$ cat src/rtl/uart_pkg.sv
// uart_pkg: shared definitions for the loopback UART.
//   - uart_state_e : state encoding shared by the TX and RX FSMs
//   - DATA_BITS    : payload bits per frame (8N1)
//   - calc_bit_cyc : clocks per serial bit from clock rate and baud rate
`timescale 1ns/1ps
package uart_pkg;

  localparam int DATA_BITS = 8;

  typedef enum logic [1:0] {
    IDLE  = 2'd0,
    START = 2'd1,
    DATA  = 2'd2,
    STOP  = 2'd3
  } uart_state_e;

  // Integer division: any fractional remainder of the bit period is dropped.
  function automatic int calc_bit_cyc(input int clk_hz, input int baud);
    return clk_hz / baud;
  endfunction

endpackage

$ cat src/rtl/uart_rx_core.sv
// uart_rx_core: 8N1 receiver with mid-bit sampling.
// Ports:
//   clk      in   system clock, rising edge
//   rst      in   asynchronous active-low reset
//   i_line   in   serial line (idle high)
//   o_data   out  last correctly framed byte
//   o_done   out  sticky receive-done flag; cleared by the next start edge
`timescale 1ns/1ps
module uart_rx_core
  import uart_pkg::*;
#(
  parameter int BIT_CYC = 104
) (
  input  logic                 clk,
  input  logic                 rst,
  input  logic                 i_line,
  output logic [DATA_BITS-1:0] o_data,
  output logic                 o_done
);

  localparam int HALF_CYC = BIT_CYC / 2;
  localparam int CW       = $clog2(BIT_CYC) + 1;
  localparam int BW       = $clog2(DATA_BITS);
  localparam logic [CW-1:0] BIT_LAST     = CW'(BIT_CYC - 1);
  localparam logic [CW-1:0] HALF_LAST    = CW'(HALF_CYC - 1);
  localparam logic [BW-1:0] BIT_IDX_LAST = BW'(DATA_BITS - 1);

  uart_state_e          r_state;
  uart_state_e          w_next;
  logic                 r_line_s;   // line sampled into the clock domain
  logic                 r_line_p;   // previous sample, for edge detection
  logic [CW-1:0]        r_cnt;
  logic [BW-1:0]        r_bit_idx;
  logic [DATA_BITS-1:0] r_shreg;
  logic [DATA_BITS-1:0] r_data;
  logic                 r_done;
  logic                 w_fall;
  logic                 w_tick;

  assign w_fall = r_line_p & ~r_line_s;
  // START waits half a bit to land mid-bit; later states step a whole bit.
  assign w_tick = (r_state == START) ? (r_cnt == HALF_LAST) : (r_cnt == BIT_LAST);

  always_comb begin
    w_next = r_state;
    case (r_state)
      IDLE:    if (w_fall) w_next = START;
      START:   if (w_tick) w_next = r_line_s ? IDLE : DATA;
      DATA:    if (w_tick && (r_bit_idx == BIT_IDX_LAST)) w_next = STOP;
      STOP:    if (w_tick) w_next = IDLE;
      default: w_next = IDLE;
    endcase
  end

  always_ff @(posedge clk or negedge rst) begin
    if (!rst) r_state <= IDLE;
    else      r_state <= w_next;
  end

  always_ff @(posedge clk or negedge rst) begin
    if (!rst) begin
      r_line_s  <= 1'b1;
      r_line_p  <= 1'b1;
      r_cnt     <= '0;
      r_bit_idx <= '0;
      r_shreg   <= '0;
      r_data    <= '0;
      r_done    <= 1'b0;
    end else begin
      r_line_s <= i_line;
      r_line_p <= r_line_s;
      if ((r_state == IDLE) || w_tick) r_cnt <= '0;
      else                             r_cnt <= r_cnt + 1'b1;
      case (r_state)
        IDLE: begin
          if (w_fall) begin
            r_done    <= 1'b0;
            r_bit_idx <= '0;
          end
        end
        DATA: begin
          if (w_tick) begin
            r_shreg <= {r_line_s, r_shreg[DATA_BITS-1:1]};
            if (r_bit_idx != BIT_IDX_LAST) r_bit_idx <= r_bit_idx + 1'b1;
          end
        end
        STOP: begin
          // A low stop bit is a framing error: outputs are left untouched.
          if (w_tick && r_line_s) begin
            r_data <= r_shreg;
            r_done <= 1'b1;
          end
        end
        default: ;
      endcase
    end
  end

  assign o_data = r_data;
  assign o_done = r_done;

endmodule

$ cat src/rtl/uart_loopback_top.sv
// uart_loopback_top: 8N1 UART transmitter looped back into a receiver.
// Ports:
//   clk       in   system clock, rising edge
//   rst       in   asynchronous active-low reset
//   data      in   byte to send, latched on the accepted t_start edge
//   t_start   in   transmit request
//   data_out  out  last correctly received byte
//   r_stop    out  sticky receive-done flag
// Request semantics: t_start has no ready/ack. A 0->1 transition seen while
// the transmitter is IDLE launches exactly one frame; holding it high or
// toggling it while a frame is in flight has no effect.
`timescale 1ns/1ps
module uart_loopback_top
  import uart_pkg::*;
#(
  parameter int clk_rate  = 1000000,
  parameter int baud_rate = 9600
) (
  input  logic                 clk,
  input  logic                 rst,
  input  logic [DATA_BITS-1:0] data,
  input  logic                 t_start,
  output logic [DATA_BITS-1:0] data_out,
  output logic                 r_stop
);

  localparam int BIT_CYC = calc_bit_cyc(clk_rate, baud_rate);
  localparam int CW      = $clog2(BIT_CYC) + 1;
  localparam int BW      = $clog2(DATA_BITS);
  localparam logic [CW-1:0] BIT_LAST     = CW'(BIT_CYC - 1);
  localparam logic [BW-1:0] BIT_IDX_LAST = BW'(DATA_BITS - 1);

  uart_state_e          r_tx_state;
  uart_state_e          w_tx_next;
  logic                 r_tstart_d;
  logic [CW-1:0]        r_tx_cnt;
  logic [BW-1:0]        r_tx_bit_idx;
  logic [DATA_BITS-1:0] r_tx_shreg;
  logic                 w_tstart_rise;
  logic                 w_tx_tick;
  logic                 w_line;

  assign w_tstart_rise = t_start & ~r_tstart_d;
  assign w_tx_tick     = (r_tx_cnt == BIT_LAST);

  always_comb begin
    w_tx_next = r_tx_state;
    case (r_tx_state)
      IDLE:    if (w_tstart_rise) w_tx_next = START;
      START:   if (w_tx_tick) w_tx_next = DATA;
      DATA:    if (w_tx_tick && (r_tx_bit_idx == BIT_IDX_LAST)) w_tx_next = STOP;
      STOP:    if (w_tx_tick) w_tx_next = IDLE;
      default: w_tx_next = IDLE;
    endcase
  end

  always_ff @(posedge clk or negedge rst) begin
    if (!rst) r_tx_state <= IDLE;
    else      r_tx_state <= w_tx_next;
  end

  always_ff @(posedge clk or negedge rst) begin
    if (!rst) begin
      r_tstart_d   <= 1'b0;
      r_tx_cnt     <= '0;
      r_tx_bit_idx <= '0;
      r_tx_shreg   <= '0;
    end else begin
      r_tstart_d <= t_start;
      if ((r_tx_state == IDLE) || w_tx_tick) r_tx_cnt <= '0;
      else                                   r_tx_cnt <= r_tx_cnt + 1'b1;
      case (r_tx_state)
        IDLE: begin
          if (w_tstart_rise) begin
            r_tx_shreg   <= data;
            r_tx_bit_idx <= '0;
          end
        end
        DATA: begin
          if (w_tx_tick) begin
            r_tx_shreg <= r_tx_shreg >> 1;
            if (r_tx_bit_idx != BIT_IDX_LAST) r_tx_bit_idx <= r_tx_bit_idx + 1'b1;
          end
        end
        default: ;
      endcase
    end
  end

  // Line level is a pure function of TX state, so reset forces it high.
  always_comb begin
    w_line = 1'b1;
    case (r_tx_state)
      START:   w_line = 1'b0;
      DATA:    w_line = r_tx_shreg[0];
      default: w_line = 1'b1;
    endcase
  end

  uart_rx_core #(
    .BIT_CYC(BIT_CYC)
  ) u_rx (
    .clk    (clk),
    .rst    (rst),
    .i_line (w_line),
    .o_data (data_out),
    .o_done (r_stop)
  );

endmodule

$ cat config.mk
export PLATFORM = sky130hd
export DESIGN_NAME = uart_loopback_top
export DESIGN_NICKNAME = d
export VERILOG_FILES = /design/src/rtl/uart_pkg.sv /design/src/rtl/uart_rx_core.sv /design/src/rtl/uart_loopback_top.sv
export SDC_FILE = /design/constraint.sdc
export NUM_CORES = 1
export LEC_CHECK = 0
export CAP_MARGIN = 10
export CORE_ASPECT_RATIO = 1.5
export CORE_MARGIN = 5
export CORE_UTILIZATION = 57
export CTS_CLUSTER_SIZE = 30
export DETAILED_ROUTE_END_ITERATION = 7
export PLACE_DENSITY = 0.78
export SLEW_MARGIN = 0
export SYNTH_ARGS = -nofsm -noshare
export SYNTH_HDL_FRONTEND = slang
export SYNTH_SLANG_ARGS = --single-unit
$ cat constraint.sdc
create_clock -name clk -period 2.42 [get_ports clk]
set_clock_uncertainty 0.2 [all_clocks]
set_input_delay 0.484 -clock clk [delete_from_list [all_inputs] [get_ports clk]]
set_output_delay 0.484 -clock clk [all_outputs]
set_load 0.02 [all_outputs]
After elaboration in Yosys (flattened, before gate mapping)
Cells that the tools add are included.
Widths: inputs -> output; s select.
{ "word_totals": {"output_inout_bits": 9, "word_cells": 94, "inputBits": 11, "register_bits": 54} }
{ "classes": {"eq_ne": 26, "muxes": 29, "bitwise": 4, "n_addsub": 4, "n_reduce_logical": 18} }
{ "ops": {"columns": ["operator", "n"], "rows": [
  ["$mux 8", 4],
  ["$mux 2", 9],
  ["$mux 3", 6],
  ["$add 8x1->8 const B", 2],
  ["$eq 8x7->1 const B", 2],
  ["$pmux 2 s4", 2],
  ["$pmux 8 s2", 1],
  ["$reduce_and 4->1", 4],
  ["$ne 2x1->1 const B", 7],
  ["$ne 2x2->1 const B", 6],
  ["$pmux 3 s2", 2],
  ["$eq 2x2->1 const B", 4],
  ["$eq 8x6->1 const B", 1],
  ["$add 3x1->3 const B", 2],
  ["$eq 3x3->1 const B", 2],
  ["$ne 3x3->1 const B", 2],
  ["$reduce_and 3->1", 2],
  ["$reduce_bool 2->1", 3],
  ["$eq 2x1->1 const B", 2],
  ["$logic_not 2->1", 2],
  ["$pmux 1 s2", 2],
  ["$reduce_and 2->1", 2],
  ["$logic_and 1x1->1", 3],
  ["$mux 1", 3],
  ["other kinds (3)", 6]
]} }

Depth between registers and ports, before layout
{ "depth": {"ltp_word": 5, "mapped_depth": 7, "depth_no_buf": 6} }

Cells and area by module
A second synthesis with hierarchy kept.
{ "unflattened": {"cells_unflattened": 217, "area_unflattened_um2": 2726.4} }
{ "modules_own_cells": {"columns": ["mod", "seq_area_each_um2", "cells_each", "area_per_inst_um2", "n_inst"], "rows": [
  ["uart_rx_core", 803.3, 114, 1477.7, 1],
  ["uart_loopback_top", 550.5, 103, 1248.7, 1]
]} }

Worst setup path before layout
No wires, ideal clock.
{ "synth_path": {"kind": "reg-to-reg", "startpoint": "register u_rx.r_cnt[0]", "endpoint": "register u_rx.r_shreg[0]", "slack_ns": 0.463, "stages_incl_launch_ff": 7, "required_ns": 2.095, "path_buffers": 2, "arrival_ns": 1.632, "path_cell_list": "dfrtp_1 ha_1 and4bb_2 buf_4 nand4_1 buf_2 mux2_2"} }
{ "synth_via": {"elab_chain_cells": 3} }
{ "synth_lines": {"columns": ["element", "line", "rtl"], "rows": [
  ["from (decl)", "uart_rx_core.sv:32", "logic [CW-1:0] r_cnt;"],
  ["from (signal assigned)", "uart_rx_core.sv:73", "else r_cnt <= r_cnt + 1'b1;"],
  ["$eq 8x7->1 / $eq 8x6->1 (equally long branches)", "uart_rx_core.sv:42", "assign w_tick = (r_state == START) ? (r_cnt == HALF_LAST) : (r_cnt == BIT_LAST);"],
  ["$mux 1 *", "uart_rx_core.sv:42", null],
  ["$reduce_and 2->1 (no source line) *", null, null],
  ["to (signal assigned)", "uart_rx_core.sv:83", "r_shreg <= {r_line_s, r_shreg[DATA_BITS-1:1]};"],
  ["to (decl)", "uart_rx_core.sv:34", "logic [DATA_BITS-1:0] r_shreg;"]
]} }
Mark *: on every way between the ends. The rest lies on a longest branch, timed or not.
A chain may end at the register's enable or synchronous reset.

Final worst setup path
{ "layout_path": {"startpoint": "register u_rx.r_cnt[0]", "endpoint": "register u_rx.r_data[7] (netlist: u_rx.o_data[7])"} }
{ "layout_via": {"elab_chain_cells": 4} }
{ "layout_lines": {"columns": ["element", "line", "rtl"], "rows": [
  ["$eq 8x7->1 / $eq 8x6->1 (equally long branches)", "uart_rx_core.sv:42", null],
  ["$mux 1 *", "uart_rx_core.sv:42", null],
  ["$logic_and 1x1->1 *", "uart_rx_core.sv:89", "if (w_tick && r_line_s) begin"],
  ["$reduce_and 2->1 (no source line) *", null, null],
  ["to (signal assigned)", "uart_rx_core.sv:90", "r_data <= r_shreg;"],
  ["to (decl)", "uart_rx_core.sv:35", "logic [DATA_BITS-1:0] r_data;"]
]} }
Marked as above.

==> impl_metrics.prom <==
# TYPE chip_impl_metric gauge
chip_impl_metric{name="seqCellArea",unit="um2"} 1350
chip_impl_metric{name="post-route-drc-count",unit=""} 0
chip_impl_metric{name="critical_path.max_fanout",unit=""} 9
chip_impl_metric{name="post_cts_resized",unit=""} 0
chip_impl_metric{name="report.final.setup_viol",unit=""} 0
chip_impl_metric{name="placed_cells",unit=""} 282
chip_impl_metric{name="diodes",unit=""} 0
chip_impl_metric{name="layout_cells_sized_above_1",unit="%"} 22.7
chip_impl_metric{name="die_x",unit="um"} 64.9
chip_impl_info{name="crit_start_category",value="register"} 1
chip_impl_metric{name="final-instance-count-excl-fill",unit=""} 290
chip_impl_metric{name="detail_route.vias_per_cell",unit=""} 5.74
chip_impl_metric{name="floorplan.initialDensity",unit="%"} 57.6
chip_impl_info{name="cp_cell_sequence",value="ha_1, and4bb_2, nand3_1, nor2_4, mux2_2"} 1
chip_impl_metric{name="p_leak",unit="nW"} 1.31
chip_impl_metric{name="synth_area_per_cell",unit="um2"} 11.9
chip_impl_metric{name="flow.area_growth_from_synthesis",unit="%"} 13.7
chip_impl_metric{name="last_weighted_congestion_value_of_the_routability_driven_placer",unit=""} 0.799
chip_impl_metric{name="total_via_count_after_detailed_routing",unit=""} 1664
chip_impl_info{name="synth_top_flop_cell",value="sky130_fd_sc_hd__dfrtp_1"} 1
chip_impl_metric{name="cts_hold_bufs",unit=""} 0
chip_impl_metric{name="max_slew.worst_pin.slew",unit="ns"} 0.662
chip_impl_metric{name="multi_input_area",unit="um2"} 1150
chip_impl_info{name="tritoncts",value="yes"} 1
chip_impl_metric{name="track_usage",unit="%"} 15.5
chip_impl_metric{name="fin_setup_tns",unit="ns"} 0
chip_impl_metric{name="hpwl",unit="mm"} 2.91
chip_impl_metric{name="slew_headroom",unit="%"} 55.9
chip_impl_metric{name="row_count",unit=""} 30
chip_impl_metric{name="cp.arrival",unit="ns"} 2.13
chip_impl_metric{name="cts_htree_levels",unit=""} 2
chip_impl_info{name="synth_top_cells_by_area",value="sky130_fd_sc_hd__dfrtp_1, sky130_fd_sc_hd__mux2_2, sky130_fd_sc_hd__ha_1"} 1
chip_impl_metric{name="ir_drop",unit="mV"} 0.768
chip_impl_metric{name="syn-num-nets",unit=""} 237
chip_impl_metric{name="ff2ff_setup_slack",unit="ns"} 0.30
chip_impl_metric{name="ys_ff_latch",unit=""} 54
chip_impl_metric{name="i_o_pin_count",unit=""} 20
chip_impl_metric{name="netlist.area_leader.share",unit="%"} 50.5
chip_impl_metric{name="grt_pass1_vias",unit=""} 1654
chip_impl_metric{name="cap_viol_max_count",unit=""} 0
chip_impl_info{name="yosys.area.top_type",value="sky130_fd_sc_hd__dfrtp_1"} 1
chip_impl_metric{name="cp_num_buf_inv",unit=""} 0
chip_impl_metric{name="clock_sinks",unit=""} 54
chip_impl_metric{name="io_buffer_count",unit=""} 19
chip_impl_metric{name="ys_seq_area_share",unit="%"} 52.6
chip_impl_metric{name="worst_skew_pair.late_latency",unit="ns"} 0.31
chip_impl_metric{name="antenna_left",unit=""} 0
chip_impl_metric{name="globalRouteOverflowTotal",unit=""} 0
chip_impl_info{name="result_of_the_run",value="complete, no violations"} 1
chip_impl_metric{name="detail_route.first_pass.iterations",unit=""} 4
chip_impl_metric{name="routed_wirelength",unit="mm"} 4.04
chip_impl_metric{name="asyncSetResetFlopFracSynth",unit="%"} 100
chip_impl_info{name="unrepaired_setup_endpoints_after_global_routing",value="no"} 1
chip_impl_info{name="setup.worst_path.class",value="reg2reg"} 1
chip_impl_metric{name="cell_area_power_density",unit="nW/um2"} 967
chip_impl_metric{name="critical_path_required",unit="ns"} 2.43
chip_impl_metric{name="cts-buffers-inserted",unit=""} 5
chip_impl_metric{name="core_area",unit="um2"} 4470
chip_impl_info{name="synth_commonest_cells",value="sky130_fd_sc_hd__dfrtp_1, sky130_fd_sc_hd__mux2_2, sky130_fd_sc_hd__nor2_1"} 1
chip_impl_metric{name="critical_path_s_largest_stage_delay",unit="ns"} 0.40
chip_impl_metric{name="wire_length_of_the_first_global_routing_pass",unit="mm"} 7.31
chip_impl_metric{name="grt_start_max_net_pins",unit=""} 55
chip_impl_metric{name="finalCriticalPeriod",unit="ns"} 2.12
chip_impl_info{name="hold_path.class",value="in2async"} 1
chip_impl_info{name="cpMaxStageDelayCell",value="sky130_fd_sc_hd__dfrtp_1"} 1
chip_impl_info{name="clock_tree_root",value="sky130_fd_sc_hd__clkbuf_8"} 1
chip_impl_metric{name="synthCells",unit=""} 216
chip_impl_info{name="worst_path_dominant_cell_family",value="simple AND/OR/NAND/NOR gates"} 1
chip_impl_metric{name="synth_edf_count",unit=""} 0
chip_impl_metric{name="synth_cell_types",unit=""} 45
chip_impl_info{name="critPathCaptureType",value="register"} 1
chip_impl_metric{name="total_die_area",unit="um2"} 5990
chip_impl_metric{name="cts.reportedPaths.clkPinSlew",unit="ns"} 0.11
chip_impl_metric{name="drt-initial-drc-count",unit=""} 75
chip_impl_metric{name="layout_setup_ws",unit="ns"} 0.301
chip_impl_metric{name="grt_antenna_before_repair",unit=""} 0
chip_impl_metric{name="clockBufferDepth",unit=""} 2
chip_impl_metric{name="final_nets",unit=""} 262
chip_impl_metric{name="die-height",unit="um"} 92.3
chip_impl_metric{name="syn_area",unit="um2"} 2570
chip_impl_metric{name="fill_count",unit=""} 340
chip_impl_metric{name="drt-wirelength-per-cell",unit="um"} 13.9
chip_impl_info{name="post-synth-top-count-cell",value="sky130_fd_sc_hd__dfrtp_1"} 1
chip_impl_metric{name="maxSlewViolCount",unit=""} 0
chip_impl_metric{name="ys_warn_count",unit=""} 0
chip_impl_metric{name="achievable_freq",unit="MHz"} 472
chip_impl_metric{name="finalHoldViolCount",unit=""} 0
chip_impl_metric{name="min_period_over_period",unit="%"} 87.6
chip_impl_metric{name="post_cts_buffers",unit=""} 0
chip_impl_metric{name="placement_stage_worst_setup_slack",unit="ns"} 0.261
[final timing paths]
check,from,end,cells after the start
setup / recovery,u_rx.r_cnt[0],u_rx.o_data[7],5
hold reg to reg,u_rx.r_line_s,u_rx.r_line_p,0
hold / removal,rst,u_rx.o_done,2
min in group clk,u_rx.r_line_s,u_rx.r_line_p,0
setup reg to reg,u_rx.r_cnt[0],u_rx.o_data[7],5
max in group asynchronous,rst,r_tx_cnt[6],2
[metal layers]
metal | track usage, % | routed length, um | vias up
li1 | - | - | 811
met1 | 17.8 | 1670 | 830
met2 | 27.0 | 2190 | 17
met3 | 3.52 | 101 | 6
met4 | 6.70 | 72 | 0
met5 | 0 | 0 | -
[final cells by class]
type	instances	area share [%]
clock buffers	5	2.35
clock inverters	3	0.983
inverters	10	1.28
multi-input cells	145	39.2
flip-flops and latches	54	46.3
well taps	48	2.05
repair buffers	25	7.87
[cell families (layout without fill, tap and decap cells)]
group           Yosys count  after routing  share of synthesized area [%]
compound gates           22             22                           6.51
buf+inv                  17             43                           2.87
mux                      33             33                           14.5
simple gates             69             69                           15.0
fa+ha+maj                10             10                           4.86
flops                    54             54                           52.6
xor+xnor                 11             11                           3.74
[stage by stage]
| step | utilization, % | power [mW] | cell area (um2) | hold slack, ns |
|---|---|---|---|---|
| after floorplan | - | 2.09 | 2570 | -0.0116 |
| after global placement | 63.3 | 2.30 | 2830 | 0.184 |
| final | 65.5 | 2.83 | 2930 | 0.0827 |
| after global routing | 65.5 | 3.06 | 2930 | 0.141 |
| after detailed placement | 63.3 | 2.34 | 2830 | 0.183 |
| after CTS | 65.5 | 2.87 | 2930 | 0.100 |
[sequential cells by signal, summed over array words and instances, names as in the netlist, named ones only]
signal,flops
r_tstart_d,1
r_tx_cnt,8
u_rx.r_state,1
r_tx_shreg,8
u_rx.r_cnt,8
u_rx.r_bit_idx,3
u_rx.o_data,8
r_tx_state,2
u_rx.r_line_s,1
u_rx.o_done,1
u_rx.r_line_p,1
u_rx.r_shreg,8
r_tx_bit_idx,3
[where the power goes]
group          switching [mW]  leakage [nW]  internal, mW
logic                   0.466         0.556         0.492
registers               0.202         0.702          1.14
clock network           0.311        0.0502         0.215
[layout by cell type (no fill, tap or decap), drive strengths merged, types with 2 or more instances in the layout]
cell            n
nand4           6
o211ai          2
dfstp           2
inv            11
o21ai           6
a41oi           2
mux2           31
mux2i           2
ha             10
a21oi           3
o221ai          2
xor2            3
nand2          14
nor2           22
xnor2           8
nand3           9
buf             7
dfrtp          52
nor3            7
clkbuf          5
clkdlybuf4s50  18
clkinv          2
[worst register-to-register path: stages, from the launching register on]
cell and delay [ns]:
sky130_fd_sc_hd__dfrtp_1 0.40, sky130_fd_sc_hd__ha_1 0.26, sky130_fd_sc_hd__and4bb_2 0.35, sky130_fd_sc_hd__nand3_1 0.15, sky130_fd_sc_hd__nor2_4 0.30, sky130_fd_sc_hd__mux2_2 0.38
(Power assumes the default switching activity.)
